===== config.mk =====
export PLATFORM = sky130hd
export DESIGN_NAME = id_operand_stage_flat
export DESIGN_NICKNAME = d
export VERILOG_FILES = /design/src/rtl/id_operand_stage_if.sv /design/src/rtl/id_operand_stage.sv /design/src/flat_wrapper.sv
export SDC_FILE = /design/constraint.sdc
export NUM_CORES = 2
export LEC_CHECK = 0
export ABC_AREA = 1
export CELL_PAD_IN_SITES_DETAIL_PLACEMENT = 0
export CELL_PAD_IN_SITES_GLOBAL_PLACEMENT = 1
export CORE_MARGIN = 1.5
export CORE_UTILIZATION = 40
export DETAILED_ROUTE_END_ITERATION = 8
export PLACE_DENSITY = 0.76
export RECOVER_POWER = 25
export SLEW_MARGIN = 15
export SYNTH_ARGS = -nofsm -noshare
export SYNTH_HDL_FRONTEND = slang
export SYNTH_SLANG_ARGS = --single-unit

===== constraint.sdc =====
create_clock -name clk -period 3.17 [get_ports clk]
set_input_delay 0.317 -clock clk [delete_from_list [all_inputs] [get_ports clk]]
set_output_delay 0.317 -clock clk [all_outputs]
set_load 0.05 [all_outputs]

===== src/rtl/id_operand_stage_if.sv =====
// Bus between the decoder, the operand stage and EX. The stage connects through
// the slave modport; the upstream/downstream environment connects through master.
interface id_operand_stage_if #(
    parameter int WORD_W    = 32,
    parameter int ADDR_W    = 32,
    parameter int REG_IDX_W = 5
);
    logic                 i_valid;
    logic                 o_ready;
    logic [ADDR_W-1:0]    i_pc;
    logic [REG_IDX_W-1:0] i_rs1;
    logic [REG_IDX_W-1:0] i_rs2;
    logic                 i_rs1_en;
    logic                 i_rs2_en;
    logic [REG_IDX_W-1:0] i_rd;
    logic                 i_rd_en;
    logic                 i_is_load;

    logic                 i_exm_wr_en;
    logic [REG_IDX_W-1:0] i_exm_rd;
    logic [WORD_W-1:0]    i_exm_data;
    logic                 i_exm_is_load;

    logic                 i_wb_wr_en;
    logic [REG_IDX_W-1:0] i_wb_rd;
    logic [WORD_W-1:0]    i_wb_data;

    logic                 o_valid;
    logic                 i_ex_ready;
    logic [ADDR_W-1:0]    o_pc;
    logic [WORD_W-1:0]    o_rs1_data;
    logic [WORD_W-1:0]    o_rs2_data;
    logic [REG_IDX_W-1:0] o_rd;
    logic                 o_rd_en;
    logic                 o_is_load;

    modport slave (
        input  i_valid, i_pc, i_rs1, i_rs2, i_rs1_en, i_rs2_en, i_rd, i_rd_en, i_is_load,
        input  i_exm_wr_en, i_exm_rd, i_exm_data, i_exm_is_load,
        input  i_wb_wr_en, i_wb_rd, i_wb_data,
        input  i_ex_ready,
        output o_ready, o_valid, o_pc, o_rs1_data, o_rs2_data, o_rd, o_rd_en, o_is_load
    );

    modport master (
        output i_valid, i_pc, i_rs1, i_rs2, i_rs1_en, i_rs2_en, i_rd, i_rd_en, i_is_load,
        output i_exm_wr_en, i_exm_rd, i_exm_data, i_exm_is_load,
        output i_wb_wr_en, i_wb_rd, i_wb_data,
        output i_ex_ready,
        input  o_ready, o_valid, o_pc, o_rs1_data, o_rs2_data, o_rd, o_rd_en, o_is_load
    );
endinterface


===== src/rtl/id_operand_stage.sv =====
// Decode/operand stage: register file, operand forwarding, load-use interlock and
// the ID/EX pipeline register with a valid/ready handshake towards EX.
module id_operand_stage #(
    parameter int WORD_W    = 32,
    parameter int ADDR_W    = 32,
    parameter int REG_IDX_W = 5
) (
    input  logic               clk,
    input  logic               aresetn,
    input  logic               flush,
    id_operand_stage_if.slave  bus
);
    localparam int NREGS = 1 << REG_IDX_W;

    logic [WORD_W-1:0]    rf [NREGS];

    logic                 valid_q;
    logic [ADDR_W-1:0]    pc_q;
    logic [WORD_W-1:0]    rs1_data_q;
    logic [WORD_W-1:0]    rs2_data_q;
    logic [REG_IDX_W-1:0] rd_q;
    logic                 rd_en_q;
    logic                 is_load_q;

    logic [WORD_W-1:0]    rs1_val;
    logic [WORD_W-1:0]    rs2_val;
    logic                 hazard;
    logic                 adv;
    logic                 take;

    // Forwarding priority: x0, EX/MEM (non-load), WB write-through, register file.
    function automatic logic [WORD_W-1:0] resolve(
        input logic [REG_IDX_W-1:0] idx,
        input logic [WORD_W-1:0]    rf_val,
        input logic                 exm_fwd,
        input logic [REG_IDX_W-1:0] exm_rd,
        input logic [WORD_W-1:0]    exm_data,
        input logic                 wb_en,
        input logic [REG_IDX_W-1:0] wb_rd,
        input logic [WORD_W-1:0]    wb_data
    );
        logic [WORD_W-1:0] val;
        if (idx == '0)
            val = '0;
        else if (exm_fwd && exm_rd == idx)
            val = exm_data;
        else if (wb_en && wb_rd == idx)
            val = wb_data;
        else
            val = rf_val;
        return val;
    endfunction

    // A source is blocked while its producer is a load still in ID/EX or EX/MEM.
    function automatic logic load_use(
        input logic                 en,
        input logic [REG_IDX_W-1:0] idx,
        input logic                 idex_load,
        input logic [REG_IDX_W-1:0] idex_rd,
        input logic                 exm_load,
        input logic [REG_IDX_W-1:0] exm_rd
    );
        return en && (idx != '0) &&
               ((idex_load && idex_rd == idx) || (exm_load && exm_rd == idx));
    endfunction

    always_comb begin
        rs1_val = resolve(bus.i_rs1, rf[bus.i_rs1],
                          bus.i_exm_wr_en && !bus.i_exm_is_load, bus.i_exm_rd, bus.i_exm_data,
                          bus.i_wb_wr_en, bus.i_wb_rd, bus.i_wb_data);
        rs2_val = resolve(bus.i_rs2, rf[bus.i_rs2],
                          bus.i_exm_wr_en && !bus.i_exm_is_load, bus.i_exm_rd, bus.i_exm_data,
                          bus.i_wb_wr_en, bus.i_wb_rd, bus.i_wb_data);
    end

    always_comb begin
        hazard = bus.i_valid &&
                 (load_use(bus.i_rs1_en, bus.i_rs1,
                           valid_q && rd_en_q && is_load_q, rd_q,
                           bus.i_exm_wr_en && bus.i_exm_is_load, bus.i_exm_rd) ||
                  load_use(bus.i_rs2_en, bus.i_rs2,
                           valid_q && rd_en_q && is_load_q, rd_q,
                           bus.i_exm_wr_en && bus.i_exm_is_load, bus.i_exm_rd));
        adv  = !valid_q || bus.i_ex_ready;
        take = bus.i_valid && !hazard;
    end

    assign bus.o_ready = adv && !hazard && !flush;

    always_ff @(posedge clk) begin
        if (!aresetn) begin
            for (int i = 0; i < NREGS; i++)
                rf[i] <= '0;
        end else if (bus.i_wb_wr_en && bus.i_wb_rd != '0) begin
            rf[bus.i_wb_rd] <= bus.i_wb_data;
        end
    end

    // Flush only kills the valid bit; the payload holds like a bubble.
    always_ff @(posedge clk) begin
        if (!aresetn) begin
            valid_q    <= 1'b0;
            pc_q       <= '0;
            rs1_data_q <= '0;
            rs2_data_q <= '0;
            rd_q       <= '0;
            rd_en_q    <= 1'b0;
            is_load_q  <= 1'b0;
        end else if (flush) begin
            valid_q    <= 1'b0;
        end else if (adv) begin
            valid_q <= take;
            if (take) begin
                pc_q       <= bus.i_pc;
                rs1_data_q <= rs1_val;
                rs2_data_q <= rs2_val;
                rd_q       <= bus.i_rd;
                rd_en_q    <= bus.i_rd_en;
                is_load_q  <= bus.i_is_load;
            end
        end
    end

    assign bus.o_valid    = valid_q;
    assign bus.o_pc       = pc_q;
    assign bus.o_rs1_data = rs1_data_q;
    assign bus.o_rs2_data = rs2_data_q;
    assign bus.o_rd       = rd_q;
    assign bus.o_rd_en    = rd_en_q;
    assign bus.o_is_load  = is_load_q;
endmodule


===== src/flat_wrapper.sv =====
// flat-port wrapper written by rule: the top's interface ports become plain ports
module id_operand_stage_flat 
#(
    parameter int WORD_W    = 32,
    parameter int ADDR_W    = 32,
    parameter int REG_IDX_W = 5
)
  (clk, aresetn, flush, bus_i_valid, bus_i_pc, bus_i_rs1, bus_i_rs2, bus_i_rs1_en, bus_i_rs2_en, bus_i_rd, bus_i_rd_en, bus_i_is_load, bus_i_exm_wr_en, bus_i_exm_rd, bus_i_exm_data, bus_i_exm_is_load, bus_i_wb_wr_en, bus_i_wb_rd, bus_i_wb_data, bus_i_ex_ready, bus_o_ready, bus_o_valid, bus_o_pc, bus_o_rs1_data, bus_o_rs2_data, bus_o_rd, bus_o_rd_en, bus_o_is_load);
  id_operand_stage_if #(.WORD_W(WORD_W), .ADDR_W(ADDR_W), .REG_IDX_W(REG_IDX_W)) bus_i ();
  input  logic clk;
  input  logic aresetn;
  input  logic flush;
  input wire logic [$bits(bus_i.i_valid)-1:0] bus_i_valid;
  input wire logic [$bits(bus_i.i_pc)-1:0] bus_i_pc;
  input wire logic [$bits(bus_i.i_rs1)-1:0] bus_i_rs1;
  input wire logic [$bits(bus_i.i_rs2)-1:0] bus_i_rs2;
  input wire logic [$bits(bus_i.i_rs1_en)-1:0] bus_i_rs1_en;
  input wire logic [$bits(bus_i.i_rs2_en)-1:0] bus_i_rs2_en;
  input wire logic [$bits(bus_i.i_rd)-1:0] bus_i_rd;
  input wire logic [$bits(bus_i.i_rd_en)-1:0] bus_i_rd_en;
  input wire logic [$bits(bus_i.i_is_load)-1:0] bus_i_is_load;
  input wire logic [$bits(bus_i.i_exm_wr_en)-1:0] bus_i_exm_wr_en;
  input wire logic [$bits(bus_i.i_exm_rd)-1:0] bus_i_exm_rd;
  input wire logic [$bits(bus_i.i_exm_data)-1:0] bus_i_exm_data;
  input wire logic [$bits(bus_i.i_exm_is_load)-1:0] bus_i_exm_is_load;
  input wire logic [$bits(bus_i.i_wb_wr_en)-1:0] bus_i_wb_wr_en;
  input wire logic [$bits(bus_i.i_wb_rd)-1:0] bus_i_wb_rd;
  input wire logic [$bits(bus_i.i_wb_data)-1:0] bus_i_wb_data;
  input wire logic [$bits(bus_i.i_ex_ready)-1:0] bus_i_ex_ready;
  output wire logic [$bits(bus_i.o_ready)-1:0] bus_o_ready;
  output wire logic [$bits(bus_i.o_valid)-1:0] bus_o_valid;
  output wire logic [$bits(bus_i.o_pc)-1:0] bus_o_pc;
  output wire logic [$bits(bus_i.o_rs1_data)-1:0] bus_o_rs1_data;
  output wire logic [$bits(bus_i.o_rs2_data)-1:0] bus_o_rs2_data;
  output wire logic [$bits(bus_i.o_rd)-1:0] bus_o_rd;
  output wire logic [$bits(bus_i.o_rd_en)-1:0] bus_o_rd_en;
  output wire logic [$bits(bus_i.o_is_load)-1:0] bus_o_is_load;
  assign bus_i.i_valid = bus_i_valid;
  assign bus_i.i_pc = bus_i_pc;
  assign bus_i.i_rs1 = bus_i_rs1;
  assign bus_i.i_rs2 = bus_i_rs2;
  assign bus_i.i_rs1_en = bus_i_rs1_en;
  assign bus_i.i_rs2_en = bus_i_rs2_en;
  assign bus_i.i_rd = bus_i_rd;
  assign bus_i.i_rd_en = bus_i_rd_en;
  assign bus_i.i_is_load = bus_i_is_load;
  assign bus_i.i_exm_wr_en = bus_i_exm_wr_en;
  assign bus_i.i_exm_rd = bus_i_exm_rd;
  assign bus_i.i_exm_data = bus_i_exm_data;
  assign bus_i.i_exm_is_load = bus_i_exm_is_load;
  assign bus_i.i_wb_wr_en = bus_i_wb_wr_en;
  assign bus_i.i_wb_rd = bus_i_wb_rd;
  assign bus_i.i_wb_data = bus_i_wb_data;
  assign bus_i.i_ex_ready = bus_i_ex_ready;
  assign bus_o_ready = bus_i.o_ready;
  assign bus_o_valid = bus_i.o_valid;
  assign bus_o_pc = bus_i.o_pc;
  assign bus_o_rs1_data = bus_i.o_rs1_data;
  assign bus_o_rs2_data = bus_i.o_rs2_data;
  assign bus_o_rd = bus_i.o_rd;
  assign bus_o_rd_en = bus_i.o_rd_en;
  assign bus_o_is_load = bus_i.o_is_load;
  id_operand_stage #(.WORD_W(WORD_W), .ADDR_W(ADDR_W), .REG_IDX_W(REG_IDX_W)) u_core (.clk(clk), .aresetn(aresetn), .flush(flush), .bus(bus_i));
endmodule

==> results.md <==
- Slew Limit Fails: 98
- Area Growth Syn to Fin: 16.1%
- Main flop type after synthesis: edfxtp_1
- DP HPWL: 157 mm
- 1st-iter DRT viols: 7,382
- Ys Warns: 0
- First-pass GRT wire length: 363 mm
- Pre-antenna DRT Iters: 8
- Most frequent cells in the layout: nand2_1 (2,720), nand3_1 (1,456), nor2_1 (1,251), edfxtp_1 (1,024), inv_1 (295)
- Power Dens Cells: 535 nW/um^2
- Worst-margin pin slew: 1600 ps
- Rows: 143
- Vias: 58,000
- Die height: 396 microns
- Post-Syn Area: 61,700 sq um
- Setup_tns: 0 ps
- Mux contribution to synthesized area: 0%
- Failing checks: max-capacitance violations, max-slew violations
- Filler Cell Count: 14,700
- Via-to-Cell Ratio: 5.69
- Final ANT Viol Nets: 0
- Worst Path Max Fanout: 3
- DRC violations left: 0
- CP max-delay cell: a211oi_2
- PortBufs: 237
- Run status: finished with violations
- R2R setup slack: 610 ps
- Fmax achieved: 330 MHz
- CTS tree: built
- Die area: 157,000 sq um
- Clk root buf: clkbuf_16
- Final Routed Wirelength: 247 mm
- Cell variety after synth: 26
- CORE AREA: 153,000 sq um
- Crit path kind: register to output pin
- Slew headroom: -6.61%
- Final setup violation count: 0
- CP Capture Type: output pin
- Worst-Skew Late Latency: 780 ps
- Lkg Pwr: 29.9 nW
- RSZ-0062 raised after global routing: no
- Asr flop ratio synth: 0%
- I/O Pins: 238
- Final-report hold violation count: 0
- CP arrival: 2710 ps
- Worst hold path class: primary input to register
- Compound-gate portion of the synthesized area: 2.99%
- Setup crit start kind: register
- Final Skew: 24.0 ps
- R2R depth: 12
- Most common cell after layout, fill and taps aside: nand2_1
- Adder-Cell Fraction of Synth Area: 0%
- Post-route insts no fill: 10,200
- Gate Count Post-Synth: 8,011
- Diodes inserted: 0
- Layout cells sized above 1: 6.42%
- Die X: 396 microns
- Period utilization: 95.5%
- Mapped Avg Cell Area: 7.71 sq um
- Number of synthesized flops with an enable pin: 1,024
- WHS Path Cells: 3
- CP required: 2850 ps
- Hold Buf Count CTS: 0
- Starting Density: 40.5%
- Number of global-route vias before repair: 54,500
- Sequential element share of the synthesized area: 53.2%
- Grt total ovfl: 0
- Initial antenna violation count: 9
- Post-CTS Setup Repair Bufs: 0
- Post-Synth XOR/XNOR Area: 0.142%
- Placed insts: 9,955
- Simple-gate portion of the synthesized area: 37.0%
- Tot GR Track Use: 30.9%
- Num CTS Buffers: 132
- Max-Cap Viols: 3
- Max incr delay on CP: 320 ps
- H-tree levels: 4
- Cell mode on critical path: nand2_1
- Worst-path clk slew: 60 ps
- IR drop worst, VDD: 0.514 mV
- Post-detailed-route wirelength per cell: 24.3 microns
- Pin count of the biggest net entering global routing: 126
- Largest family of logic cells by synthesized area: simple AND/OR/NAND/NOR gates
- Clk sinks: 1,128
- Post-layout min period: 3030 ps
- GPL Wtd Cong: 0.909
- Number of synthesized register bits: 1,128
- CTS max path bufs: 3
- NumNets Final: 8,192
- Critical path cell sequence: inv_1 > nand2_1 > nand2_1 > nor2_1 > nand4_1 > nand2_2 > nand2_1 > nand2_1 > a211oi_2 > buf_12
==> report_power, final <==
group	switching (mW)	internal [mW]
Combinational	4.14	1.67
Clock	6.31	8.75
Sequential	0.419	17.0
Total	10.9	27.5
==> area by class of cell <==
class / count / area (sq um) / share of cell area (%)
multi-input combinational: 5922 / 25000 / 34.9
inverter: 310 / 1200 / 1.68
tap: 2030 / 2540 / 3.54
clock buffer: 180 / 3710 / 5.18
sequential: 1128 / 32800 / 45.8
timing repair buffer: 565 / 5930 / 8.28
clock inverter: 57 / 450 / 0.628
==> cell usage after synthesis (2+ instances only) <==
| cell type | count | area share, % |
|---|---|---|
| nand2_1 | 2750 | 17 |
| nand3_1 | 1459 | 12 |
| nor2_1 | 1253 | 7.6 |
| edfxtp_1 | 1024 | 50 |
| clkbuf_1 | 367 | 2.2 |
| inv_1 | 299 | 1.8 |
| buf_2 | 240 | 1.9 |
| a21oi_1 | 221 | 1.8 |
| dfxtp_1 | 104 | 3.4 |
| nand4_1 | 71 | 0.72 |
| o211ai_1 | 64 | 0.78 |
| buf_1 | 50 | 0.30 |
| o21ai_0 | 41 | 0.33 |
| buf_4 | 25 | 0.30 |
| inv_2 | 10 | 0.061 |
| nor3_1 | 9 | 0.073 |
| xor2_1 | 7 | 0.099 |
| o22ai_1 | 5 | 0.051 |
| xnor2_1 | 3 | 0.043 |
| a211oi_1 | 2 | 0.024 |
| nor2_2 | 2 | 0.020 |
==> cell families after synthesis <==
group	count (synthesis)
compound gates	334
xor+xnor	10
simple gates	5546
buf+inv	992
flops	1128
other cells	1
==> worst paths after layout <==
| kind | from | endpoint |
|---|---|---|
| setup / recovery | u_core.bus.o_rd[2]$_SDFFE_PN0P_ | bus_o_ready |
| hold reg to reg | u_core.bus.o_rs2_data[10]$_SDFFE_PN0P_ | u_core.bus.o_rs2_data[10]$_SDFFE_PN0P_ |
| hold / removal | bus_i_pc[2] | u_core.bus.o_pc[2]$_SDFFE_PN0P_ |
| setup reg to reg | u_core.bus.o_rd[2]$_SDFFE_PN0P_ | u_core.bus.o_rs2_data[23]$_SDFFE_PN0P_ |
==> layer usage <==
metal | up-vias | wire (microns) | GRT usage (%)
met1 | 27700 | 100000 | 42.2
met5 | - | 66 | 0
li1 | 26400 | - | -
met2 | 3422 | 110000 | 47.6
met4 | 10 | 6570 | 9.04
met3 | 465 | 30300 | 8.74
==> state kept, by name (all words and copies together) (netlist names) <==
register / cells
u_core.rf: 1024
u_core.bus.o_pc: 32
u_core.bus.o_rs1_data: 32
u_core.bus.o_rs2_data: 32
u_core.bus.o_rd: 5
u_core.bus.o_is_load: 1
u_core.bus.o_rd_en: 1
u_core.bus.o_valid: 1
==> per-stage QoR <==
| step | util (%) | power (mW) | setup WS [ps] | area (sq um) | hold WS, ps |
|---|---|---|---|---|---|
| 6_report | 47.0 | 38.3 | 143 | 71700 | 164 |
| 5_1_grt | 47.0 | 39.5 | 53.0 | 71700 | 170 |
| 4_1_cts | 47.3 | 38.3 | 102 | 72200 | 30.0 |
| 3_5_place_dp | 44.6 | 23.4 | 154 | 68000 | 458 |
| 3_3_place_gp | 44.6 | 23.4 | 172 | 68000 | 456 |
| 2_1_floorplan | - | 20.9 | 476 | 61900 | 390 |
==> critical path, delay by kind of cell, from the launching register on <==
family                 cells  cell delay [ps]
AOI/OAI and AO/OA          1              320
and+or+nand+nor            7              810
buffers and inverters      2              460
DFF                        1              310
==> what timing repair did <==
item                                    in CTS  in global routing
endpoints found under the setup margin       1                  1
hold endpoints to repair                     0                  0
gates resized for setup                      4                  4
No activity file was read; power rests on OpenSTA's default activity.
